File: config.mk
export PLATFORM = sky130hd
export DESIGN_NAME = inst_encoder32_flat
export DESIGN_NICKNAME = d
export VERILOG_FILES = /design/src/rtl/inst_encoder32_if.sv /design/src/rtl/inst_encoder32.sv /design/src/flat_wrapper.sv
export SDC_FILE = /design/constraint.sdc
export NUM_CORES = 1
export LEC_CHECK = 0
export ABC_AREA = 1
export BUFFER_PORTS_ARGS = -buffer_cell sky130_fd_sc_hd__buf_4
export CAP_MARGIN = 30
export CORE_MARGIN = 2
export CORE_UTILIZATION = 50
export CTS_CLUSTER_SIZE = 10
export DETAILED_ROUTE_END_ITERATION = 16
export MAX_ROUTING_LAYER = met4
export PLACE_DENSITY = 0.84
export SYNTH_ARGS = -nofsm -noshare
export SYNTH_HDL_FRONTEND = slang
export SYNTH_SLANG_ARGS = --single-unit
File: constraint.sdc
create_clock -name clk -period 3.6 [get_ports clk]
set_input_delay 0.36 -clock clk [delete_from_list [all_inputs] [get_ports clk]]
set_output_delay 0.36 -clock clk [all_outputs]
set_load 0.01 [all_outputs]
File: src/rtl/inst_encoder32_if.sv
// Request/response bundle for inst_encoder32: operand fields in, encoded words out.
// master = request producer and word consumer, slave = the encoder.
interface inst_encoder32_if #(
  parameter int WIDTH = 32
);
  logic             in_valid;
  logic             in_ready;
  logic [6:0]       opcode;
  logic [5:0]       itype;
  logic [9:0]       fun;
  logic [WIDTH-1:0] d0imm;
  logic [WIDTH-1:0] s1;
  logic [WIDTH-1:0] s2imm;
  logic             out_valid;
  logic             out_ready;
  logic [31:0]      inst;
  logic             err;
  logic             err_clr;
  logic [15:0]      emit_cnt;

  modport master (
    output in_valid, opcode, itype, fun, d0imm, s1, s2imm, out_ready, err_clr,
    input  in_ready, out_valid, inst, err, emit_cnt
  );

  modport slave (
    input  in_valid, opcode, itype, fun, d0imm, s1, s2imm, out_ready, err_clr,
    output in_ready, out_valid, inst, err, emit_cnt
  );
endinterface

File: src/rtl/inst_encoder32.sv
// RV32 R/I/S/B/U/J word encoder into a 2-entry FIFO, 1-cycle latency; in_ready = not full (registered only).
// Illegal requests are dropped and set sticky err; INST_ENCODER32_RANGE_CHECK_EN adds field range checks.
module inst_encoder32 #(
  parameter int WIDTH = 32
) (
  input logic            clk,
  input logic            rst,
  inst_encoder32_if.slave bus
);
  localparam logic [6:0] OP_R   = 7'b0110011;
  localparam logic [6:0] OP_I0  = 7'b0010011;
  localparam logic [6:0] OP_I1  = 7'b0000011;
  localparam logic [6:0] OP_I2  = 7'b1100111;
  localparam logic [6:0] OP_I3  = 7'b1110011;
  localparam logic [6:0] OP_S   = 7'b0100011;
  localparam logic [6:0] OP_B   = 7'b1100011;
  localparam logic [6:0] OP_U0  = 7'b0110111;
  localparam logic [6:0] OP_U1  = 7'b0010111;
  localparam logic [6:0] OP_J   = 7'b1101111;

  logic [1:0]  cnt_q, cnt_d;
  logic [31:0] slot0_q, slot0_d, slot1_q, slot1_d;
  logic        err_q, err_d;
  logic [15:0] emit_q, emit_d;

  logic [31:0] word;
  logic        op_ok, range_ok, legal, in_rdy, accept, push, pop;
  logic [2:0]  f3;
  logic [6:0]  f7;
  logic [4:0]  rd, rs1, rs2;
  logic        unused_hi;

  assign f3  = bus.fun[9:7];
  assign f7  = bus.fun[6:0];
  assign rd  = bus.d0imm[4:0];
  assign rs1 = bus.s1[4:0];
  assign rs2 = bus.s2imm[4:0];
  assign unused_hi = ^{bus.d0imm, bus.s1, bus.s2imm};

  // Matching exact one-hot patterns rejects zero or multi-bit itype for free.
  always_comb begin
    op_ok = 1'b0;
    word  = '0;
    case (bus.itype)
      6'b100000: begin
        op_ok = (bus.opcode == OP_R);
        word  = {f7, rs2, rs1, f3, rd, bus.opcode};
      end
      6'b010000: begin
        op_ok = bus.opcode inside {OP_I0, OP_I1, OP_I2, OP_I3};
        word  = {bus.s2imm[11:0], rs1, f3, rd, bus.opcode};
      end
      6'b001000: begin
        op_ok = (bus.opcode == OP_S);
        word  = {bus.d0imm[11:5], rs2, rs1, f3, bus.d0imm[4:0], bus.opcode};
      end
      6'b000100: begin
        op_ok = (bus.opcode == OP_B);
        word  = {bus.d0imm[12], bus.d0imm[10:5], rs2, rs1, f3,
                 bus.d0imm[4:1], bus.d0imm[11], bus.opcode};
      end
      6'b000010: begin
        op_ok = bus.opcode inside {OP_U0, OP_U1};
        word  = {bus.s2imm[31:12], rd, bus.opcode};
      end
      6'b000001: begin
        op_ok = (bus.opcode == OP_J);
        word  = {bus.s2imm[20], bus.s2imm[10:1], bus.s2imm[11],
                 bus.s2imm[19:12], rd, bus.opcode};
      end
      default: begin
        op_ok = 1'b0;
        word  = '0;
      end
    endcase
  end

`ifdef INST_ENCODER32_RANGE_CHECK_EN
  // True when v is the sign extension of its low n bits.
  function automatic logic fits_s(input logic [WIDTH-1:0] v, input int unsigned n);
    logic signed [WIDTH-1:0] t;
    t = $signed(v) >>> (n - 1);
    return (t == '0) || (t == '1);
  endfunction

  function automatic logic reg_ok(input logic [WIDTH-1:0] v);
    return (v >> 5) == '0;
  endfunction

  always_comb begin
    range_ok = 1'b1;
    case (bus.itype)
      6'b100000: range_ok = reg_ok(bus.d0imm) & reg_ok(bus.s1) & reg_ok(bus.s2imm);
      6'b010000: range_ok = reg_ok(bus.d0imm) & reg_ok(bus.s1) & fits_s(bus.s2imm, 12);
      6'b001000: range_ok = reg_ok(bus.s1) & reg_ok(bus.s2imm) & fits_s(bus.d0imm, 12);
      6'b000100: range_ok = reg_ok(bus.s1) & reg_ok(bus.s2imm) & fits_s(bus.d0imm, 13)
                            & ~bus.d0imm[0];
      6'b000010: range_ok = reg_ok(bus.d0imm) & (bus.s2imm[11:0] == 12'd0);
      6'b000001: range_ok = reg_ok(bus.d0imm) & fits_s(bus.s2imm, 21) & ~bus.s2imm[0];
      default:   range_ok = 1'b1;
    endcase
  end
`else
  assign range_ok = 1'b1;
`endif

  assign legal  = op_ok & range_ok;
  assign in_rdy = (cnt_q != 2'd2);
  assign accept = bus.in_valid & in_rdy;
  assign push   = accept & legal;
  assign pop    = (cnt_q != 2'd0) & bus.out_ready;

  // Shift FIFO: slot0 is always the head, so inst needs no read mux.
  always_comb begin
    slot0_d = slot0_q;
    slot1_d = slot1_q;
    if (pop) begin
      slot0_d = slot1_q;
    end
    if (push) begin
      if ((cnt_q == 2'd0) || pop) begin
        slot0_d = word;
      end else begin
        slot1_d = word;
      end
    end
    cnt_d  = cnt_q + {1'b0, push} - {1'b0, pop};
    emit_d = emit_q + {15'd0, pop};
    err_d  = err_q & ~bus.err_clr;
    if (accept & ~legal) begin
      err_d = 1'b1;
    end
  end

  always_ff @(posedge clk) begin
    if (rst) begin
      cnt_q   <= 2'd0;
      slot0_q <= '0;
      slot1_q <= '0;
      err_q   <= 1'b0;
      emit_q  <= 16'd0;
    end else begin
      cnt_q   <= cnt_d;
      slot0_q <= slot0_d;
      slot1_q <= slot1_d;
      err_q   <= err_d;
      emit_q  <= emit_d;
    end
  end

  assign bus.in_ready  = in_rdy;
  assign bus.out_valid = (cnt_q != 2'd0);
  assign bus.inst      = slot0_q;
  assign bus.err       = err_q;
  assign bus.emit_cnt  = emit_q;
endmodule

File: src/flat_wrapper.sv
// flat-port wrapper written by rule: the top's interface ports become plain ports
module inst_encoder32_flat 
#(
  parameter int WIDTH = 32
)
  (clk, rst, bus_in_valid, bus_opcode, bus_itype, bus_fun, bus_d0imm, bus_s1, bus_s2imm, bus_out_ready, bus_err_clr, bus_in_ready, bus_out_valid, bus_inst, bus_err, bus_emit_cnt);
  inst_encoder32_if #(.WIDTH(WIDTH)) bus_i ();
  input logic clk;
  input logic rst;
  input wire logic [$bits(bus_i.in_valid)-1:0] bus_in_valid;
  input wire logic [$bits(bus_i.opcode)-1:0] bus_opcode;
  input wire logic [$bits(bus_i.itype)-1:0] bus_itype;
  input wire logic [$bits(bus_i.fun)-1:0] bus_fun;
  input wire logic [$bits(bus_i.d0imm)-1:0] bus_d0imm;
  input wire logic [$bits(bus_i.s1)-1:0] bus_s1;
  input wire logic [$bits(bus_i.s2imm)-1:0] bus_s2imm;
  input wire logic [$bits(bus_i.out_ready)-1:0] bus_out_ready;
  input wire logic [$bits(bus_i.err_clr)-1:0] bus_err_clr;
  output wire logic [$bits(bus_i.in_ready)-1:0] bus_in_ready;
  output wire logic [$bits(bus_i.out_valid)-1:0] bus_out_valid;
  output wire logic [$bits(bus_i.inst)-1:0] bus_inst;
  output wire logic [$bits(bus_i.err)-1:0] bus_err;
  output wire logic [$bits(bus_i.emit_cnt)-1:0] bus_emit_cnt;
  assign bus_i.in_valid = bus_in_valid;
  assign bus_i.opcode = bus_opcode;
  assign bus_i.itype = bus_itype;
  assign bus_i.fun = bus_fun;
  assign bus_i.d0imm = bus_d0imm;
  assign bus_i.s1 = bus_s1;
  assign bus_i.s2imm = bus_s2imm;
  assign bus_i.out_ready = bus_out_ready;
  assign bus_i.err_clr = bus_err_clr;
  assign bus_in_ready = bus_i.in_ready;
  assign bus_out_valid = bus_i.out_valid;
  assign bus_inst = bus_i.inst;
  assign bus_err = bus_i.err;
  assign bus_emit_cnt = bus_i.emit_cnt;
  inst_encoder32 #(.WIDTH(WIDTH)) u_core (.clk(clk), .rst(rst), .bus(bus_i));
endmodule
# After elaboration in Yosys (flattened, before gate mapping)
# Cells that the tools add are included.
dict set report word_totals {
  register_bits 83
  in_bits 124
  output_inout_bits 51
  wordCells 45
}
dict set report classes {
  add_sub_neg 3
  n_eq_ne 17
  mux 6
  bitwise_logic 8
  n_reduce_logical 6
}
# op count
set ops {}
lappend ops {{one-hot mux 32 bit (6 select lines)} 1}
lappend ops {{2-to-1 mux 32 bit} 3}
lappend ops {{== test 7 bit (second input constant)} 4}
lappend ops {{== test 7 x 6 -> 1 bit (second input constant)} 3}
lappend ops {{adder 16 x 1 -> 16 bit} 1}
lappend ops {{== test 7 x 5 -> 1 bit (second input constant)} 2}
lappend ops {{== test 7 x 2 -> 1 bit (second input constant)} 1}
lappend ops {{== test 6 x 1 -> 1 bit (second input constant)} 1}
lappend ops {{== test 6 x 2 -> 1 bit (second input constant)} 1}
lappend ops {{== test 6 x 3 -> 1 bit (second input constant)} 1}
lappend ops {{== test 6 x 4 -> 1 bit (second input constant)} 1}
lappend ops {{== test 6 x 5 -> 1 bit (second input constant)} 1}
lappend ops {{== test 6 bit (second input constant)} 1}
lappend ops {{one-hot mux 1 bit (6 select lines)} 1}
lappend ops {{AND 1 bit} 5}
lappend ops {{nonzero test 2 bit} 2}
lappend ops {{nonzero test 4 bit} 1}
lappend ops {{NOT 1 bit} 3}
lappend ops {{adder 2 x 1 -> 2 bit} 1}
lappend ops {{zero test 2 bit} 1}
lappend ops {{!= test 2 bit (second input constant)} 1}
lappend ops {{AND reduction 2 bit} 1}
lappend ops {{subtractor 2 x 1 -> 2 bit} 1}
lappend ops {{logical OR 1 bit} 1}
lappend ops {{2-to-1 mux 1 bit} 1}

# Depth between registers and ports, before layout
dict set report logic_depth {
  depth_word 6
  depth_mapped 16
}

# Worst setup path after synthesis
# OpenSTA, ideal clock, no wires.
dict set report synth_timing {
  path_kind {flip-flop to flip-flop}
  from {register u_core.cnt_q[1]}
  to {register u_core.emit_q[12] (netlist: u_core.bus.emit_cnt[12])}
  setup_time_ns 0.115
  arrival_time_ns 2.442
  required_ns 3.485
  path_slack_ns 1.043
  stages_incl_launch_ff 17
  n_path_buf 2
  period_less_slack_ns 2.557
  path_cell_list {dfxtp_1 > inv_1 > nand2_1 > nand2_1 > inv_1 > clkbuf_1 > clkbuf_1 > ha_1 > ha_1 > nand3_1 > nor3_1 > nand3_1 > nor2_1 > nand2_1 > nor2_1 > nand2_1 > nor3b_1}
}
dict set report synth_via {
  elab_chain_cells 3
}
# element line
set synth_rtl {}
lappend synth_rtl {{start: declaration} inst_encoder32.sv:21} ;# logic [1:0] cnt_q, cnt_d;
lappend synth_rtl {{start signal: assignment} inst_encoder32.sv:143} ;# cnt_q <= cnt_d;
lappend synth_rtl {{nonzero test 2 bit} --}
lappend synth_rtl {{net bus_out_valid} flat_wrapper.sv:20} ;# output wire logic [$bits(bus_i.out_valid)-1:0] bus_out_valid;
lappend synth_rtl {{AND 1 bit} inst_encoder32.sv:111} ;# assign pop = (cnt_q != 2'd0) & bus.out_ready;
lappend synth_rtl {{adder 16 x 1 -> 16 bit} inst_encoder32.sv:128} ;# emit_d = emit_q + {15'd0, pop};
lappend synth_rtl {{end signal: assignment} inst_encoder32.sv:147} ;# emit_q <= emit_d;
lappend synth_rtl {{end: declaration} inst_encoder32.sv:24} ;# logic [15:0] emit_q, emit_d;
# The timed path passes the listed nets, and every way through them passes these cells.
# A chain may end at the register's enable or synchronous reset.

# Final worst setup path
dict set report layout_timing {
  from {input port bus_itype[5]}
  to {register u_core.slot0_q[2] (netlist: u_core.bus.inst[2])}
}
dict set report layout_via {
  elab_chain_cells 4
  elab_cells_between_ends 11
}
# element line
set layout_rtl {}
lappend layout_rtl {{start: declaration} flat_wrapper.sv:12} ;# input wire logic [$bits(bus_i.itype)-1:0] bus_itype;
lappend layout_rtl {{== test 6 x 1 -> 1 bit (tied with other cells)} inst_encoder32.sv:44} ;# case (bus.itype)
lappend layout_rtl {{one-hot mux 32 bit (6 select lines) or one-hot mux 1 bit (6 select lines) (tied branches)} inst_encoder32.sv:44}
lappend layout_rtl {{2-to-1 mux 32 bit or AND 1 bit (tied branches)} {inst_encoder32.sv:121, inst_encoder32.sv:110}}
lappend layout_rtl {{2-to-1 mux 32 bit (*)} inst_encoder32.sv:120} ;# if (push) begin
lappend layout_rtl {{end signal: assignment} inst_encoder32.sv:144} ;# slot0_q <= slot0_d;
lappend layout_rtl {{end: declaration} inst_encoder32.sv:22} ;# logic [31:0] slot0_q, slot0_d, slot1_q, slot1_d;
# Every way passes the cells marked *; elsewhere a longest branch is shown, timed or not.

==> reports/qor.yml <==
outcome: "complete, no violations"
fp.dieW_um: 103
die-area_sq_um: 10700
cts_hold_buf: 0
grt_remaining_overflow: 0
place_inst: 1050
worst-r2r-cell-count: 14
path_delay_family: "simple AND/OR/NAND/NOR gates"
setup.worst_path.start_class: "input port"
fin_skew_ps: 16.1
cts_made_buffers: 9
setup_tns_ps: 0
hold_slack_ps: 242
synth.area.top_cells: "dfxtp_1, nand2_1, inv_1"
synth_compound_area_frac: 0.0988
clkTransAtPathRegs_ps: 80
hold_depth: 4
postCtsSetupRepairBufs: 0
slew_headroom: 0.520
ioPinCount: 175
num_vias: 5345
cts_resized: 0
r2r-end: "u_core.bus.emit_cnt[12]"
cap_viol_max_count: 0
ys.flop_type: "dfxtp_1"
synthXorXnorAreaFrac: 0.00178
post-dp-hpwl_mm: 9.05
synth_simple_gate_area_frac: 0.401
r2r_slack_ps: 1310
use_met3: 0.0531
multiInputGateArea_sq_um: 2550
drc: 0
coreArea_sq_um: 9680
drtAntennaViolNets: 0
cts_tree: "yes"
drive_gt1_frac: 0.186
ys_ff_latch: 83
r2r_start: "u_core.cnt_q[1]"
peakVddDrop_v: 0.000174
totalWireLength_mm: 13.2
p_leak_uw: 0.00301
synth.area.mux_share: 0
worstPathCellList: "buf_4, nor2_1, nand3_1, inv_1, ha_1, nor3_1, nand3_1, nor2_1, nand2_1, nand2_1, nand3_4, nand2_1, inv_1, nor2_1"
slew_viol_final: 0
hold_path.startpoint: "bus_err_clr"
syn_nets: 948
synth_area_sq_um: 4930
synth-adder-area-share: 0.0152
port_buffers: 128
grt.busiest_layer: "met2"
synth_edf_count: 0
grt_max_degree: 66
min_to: "u_core.bus.err"
start_util: 0.509
critPathMaxFanout: 32
grt_usage: 0.256
stdcell_count: 1066
rows: 36
crit_buf_inv: 3
yosysTopAreaCell: "dfxtp_1"
yosysMostFrequentCell: "nand2_1"
post-route-period-util: 0.728
fmax_ghz: 0.382
drtIter0Drc: 269
first_pass_iters: 4
crit_slowest_cell: "nand3_4"
yosysWarnings: 0
grt_pass1_vias: 4548
synthCells: 818
diodes: 0
gp_congestion: 0.922
synth_commonest_cells: "nand2_1, inv_1, nor2_1"
end_kind: "flip-flop"
synth_async_sr_flop_share: 0
met1_usage: 0.332
arrival_ps: 2920
required_ps: 3900
rsz0062_at_grt: "false"
yosysUniqueCellTypes: 25
antenna_found_initial: 0
synth-seq-area-share: 0.337
die_h_um: 103
clk_root_buffer_cell: "clkbuf_8"
setup_violations: 0
grtUsageMet2: 0.406
clockBufferDepth: 2
clock-sinks: 83
area_growth_pct: 25.2
grt_pass1_wl_mm: 20.9
clk_latency_ps: 380
power_density_nw_per_um2: 357
synth_top_family_by_area: "simple AND/OR/NAND/NOR gates"
fin_nets: 1058
fill_cells: 938
hold_class: "in -> reg"
wl_per_cell_um: 12.4
fin_crit_ps: 2620
htree_levels: 3
syn_area_per_cell_sq_um: 6.02
viasPerCell: 5.01
report.final.hold_viol_count: 0
regArea_sq_um: 1660
synth_top_area_share: 0.337
tightest_slew_ps: 719
max_stage_delay_ps: 430
crit_type: "in -> reg"
stage by stage:
step	cell area [sq um]	util	power, uW	setup slack, ps
after CTS	6170	0.637	2200	1010
after global placement	5940	0.614	1510	698
after detailed placement	5960	0.616	1520	662
after global routing	6170	0.637	2330	620
after floorplan	4930	-	1300	1040
final	6170	0.637	2200	981
layout make-up:
class / count / share of cell area
sequential: 83 / 0.269
timing repair buffer: 139 / 0.171
clock buffer: 11 / 0.0229
tap: 133 / 0.0270
multi-input combinational: 554 / 0.413
clock inverter: 5 / 0.0101
inverter: 141 / 0.0858
registers in the layout, summed over array words and instances, names as in the netlist:
register / count
u_core.bus.emit_cnt: 16
u_core.bus.err: 1
u_core.bus.inst: 32
u_core.cnt_q: 2
u_core.slot1_q: 32
cell families (layout without fill, tap and decap cells):
| logic type | after synthesis | in the layout |
|---|---|---|
| simple gates | 460 | 460 |
| fa+ha+maj | 6 | 6 |
| compound gates | 87 | 87 |
| xor+xnor | 1 | 1 |
| buf+inv | 181 | 296 |
| flops | 83 | 83 |
per-layer routing:
metal  vias up  share of wire
met1      2363           0.46
met3        22          0.063
met5         -              0
met4         0          0.014
met2       174           0.46
li1       2786              -
cell usage in the layout, fill, tap and decap left out, drive strengths merged, types with 2 or more instances in the layout:
master | Yosys | layout
o21ai | 47 | 47
clkinv | 0 | 2
clkinvlp | 0 | 2
ha | 6 | 6
nand3 | 35 | 35
buf | 21 | 139
o211ai | 5 | 5
nand4 | 63 | 63
a21oi | 21 | 21
or2 | 2 | 2
clkbuf | 19 | 11
nor3 | 6 | 6
nor2 | 105 | 105
a21boi | 14 | 14
dfxtp | 83 | 83
nand2 | 247 | 247
inv | 141 | 141
worst max-delay path by stage:
stage                     cells past startpoint             from                       to  slack (ps)
after floorplan                              16  u_core.cnt_q[1]  u_core.bus.emit_cnt[12]        1040
after global placement                       14     bus_itype[5]      u_core.bus.inst[27]         700
after detailed placement                     14     bus_itype[5]      u_core.bus.inst[25]         660
after CTS                                    14     bus_itype[5]       u_core.bus.inst[2]        1010
after global routing                         14     bus_itype[5]       u_core.bus.inst[3]         620
final                                        14     bus_itype[5]       u_core.bus.inst[2]         980
tightest hold or removal path, stage by stage:
cell,delay [ps]
buf_4,80
inv_1,30
nand2_1,40
a21oi_1,50
where the power goes:
| part | internal, uW | switching, uW | total, uW |
|---|---|---|---|
| Sequential | 968 | 25.7 | 994 |
| Clock | 342 | 351 | 693 |
| Combinational | 217 | 295 | 512 |
| Total | 1530 | 671 | 2200 |
(Power assumes the default switching activity.)
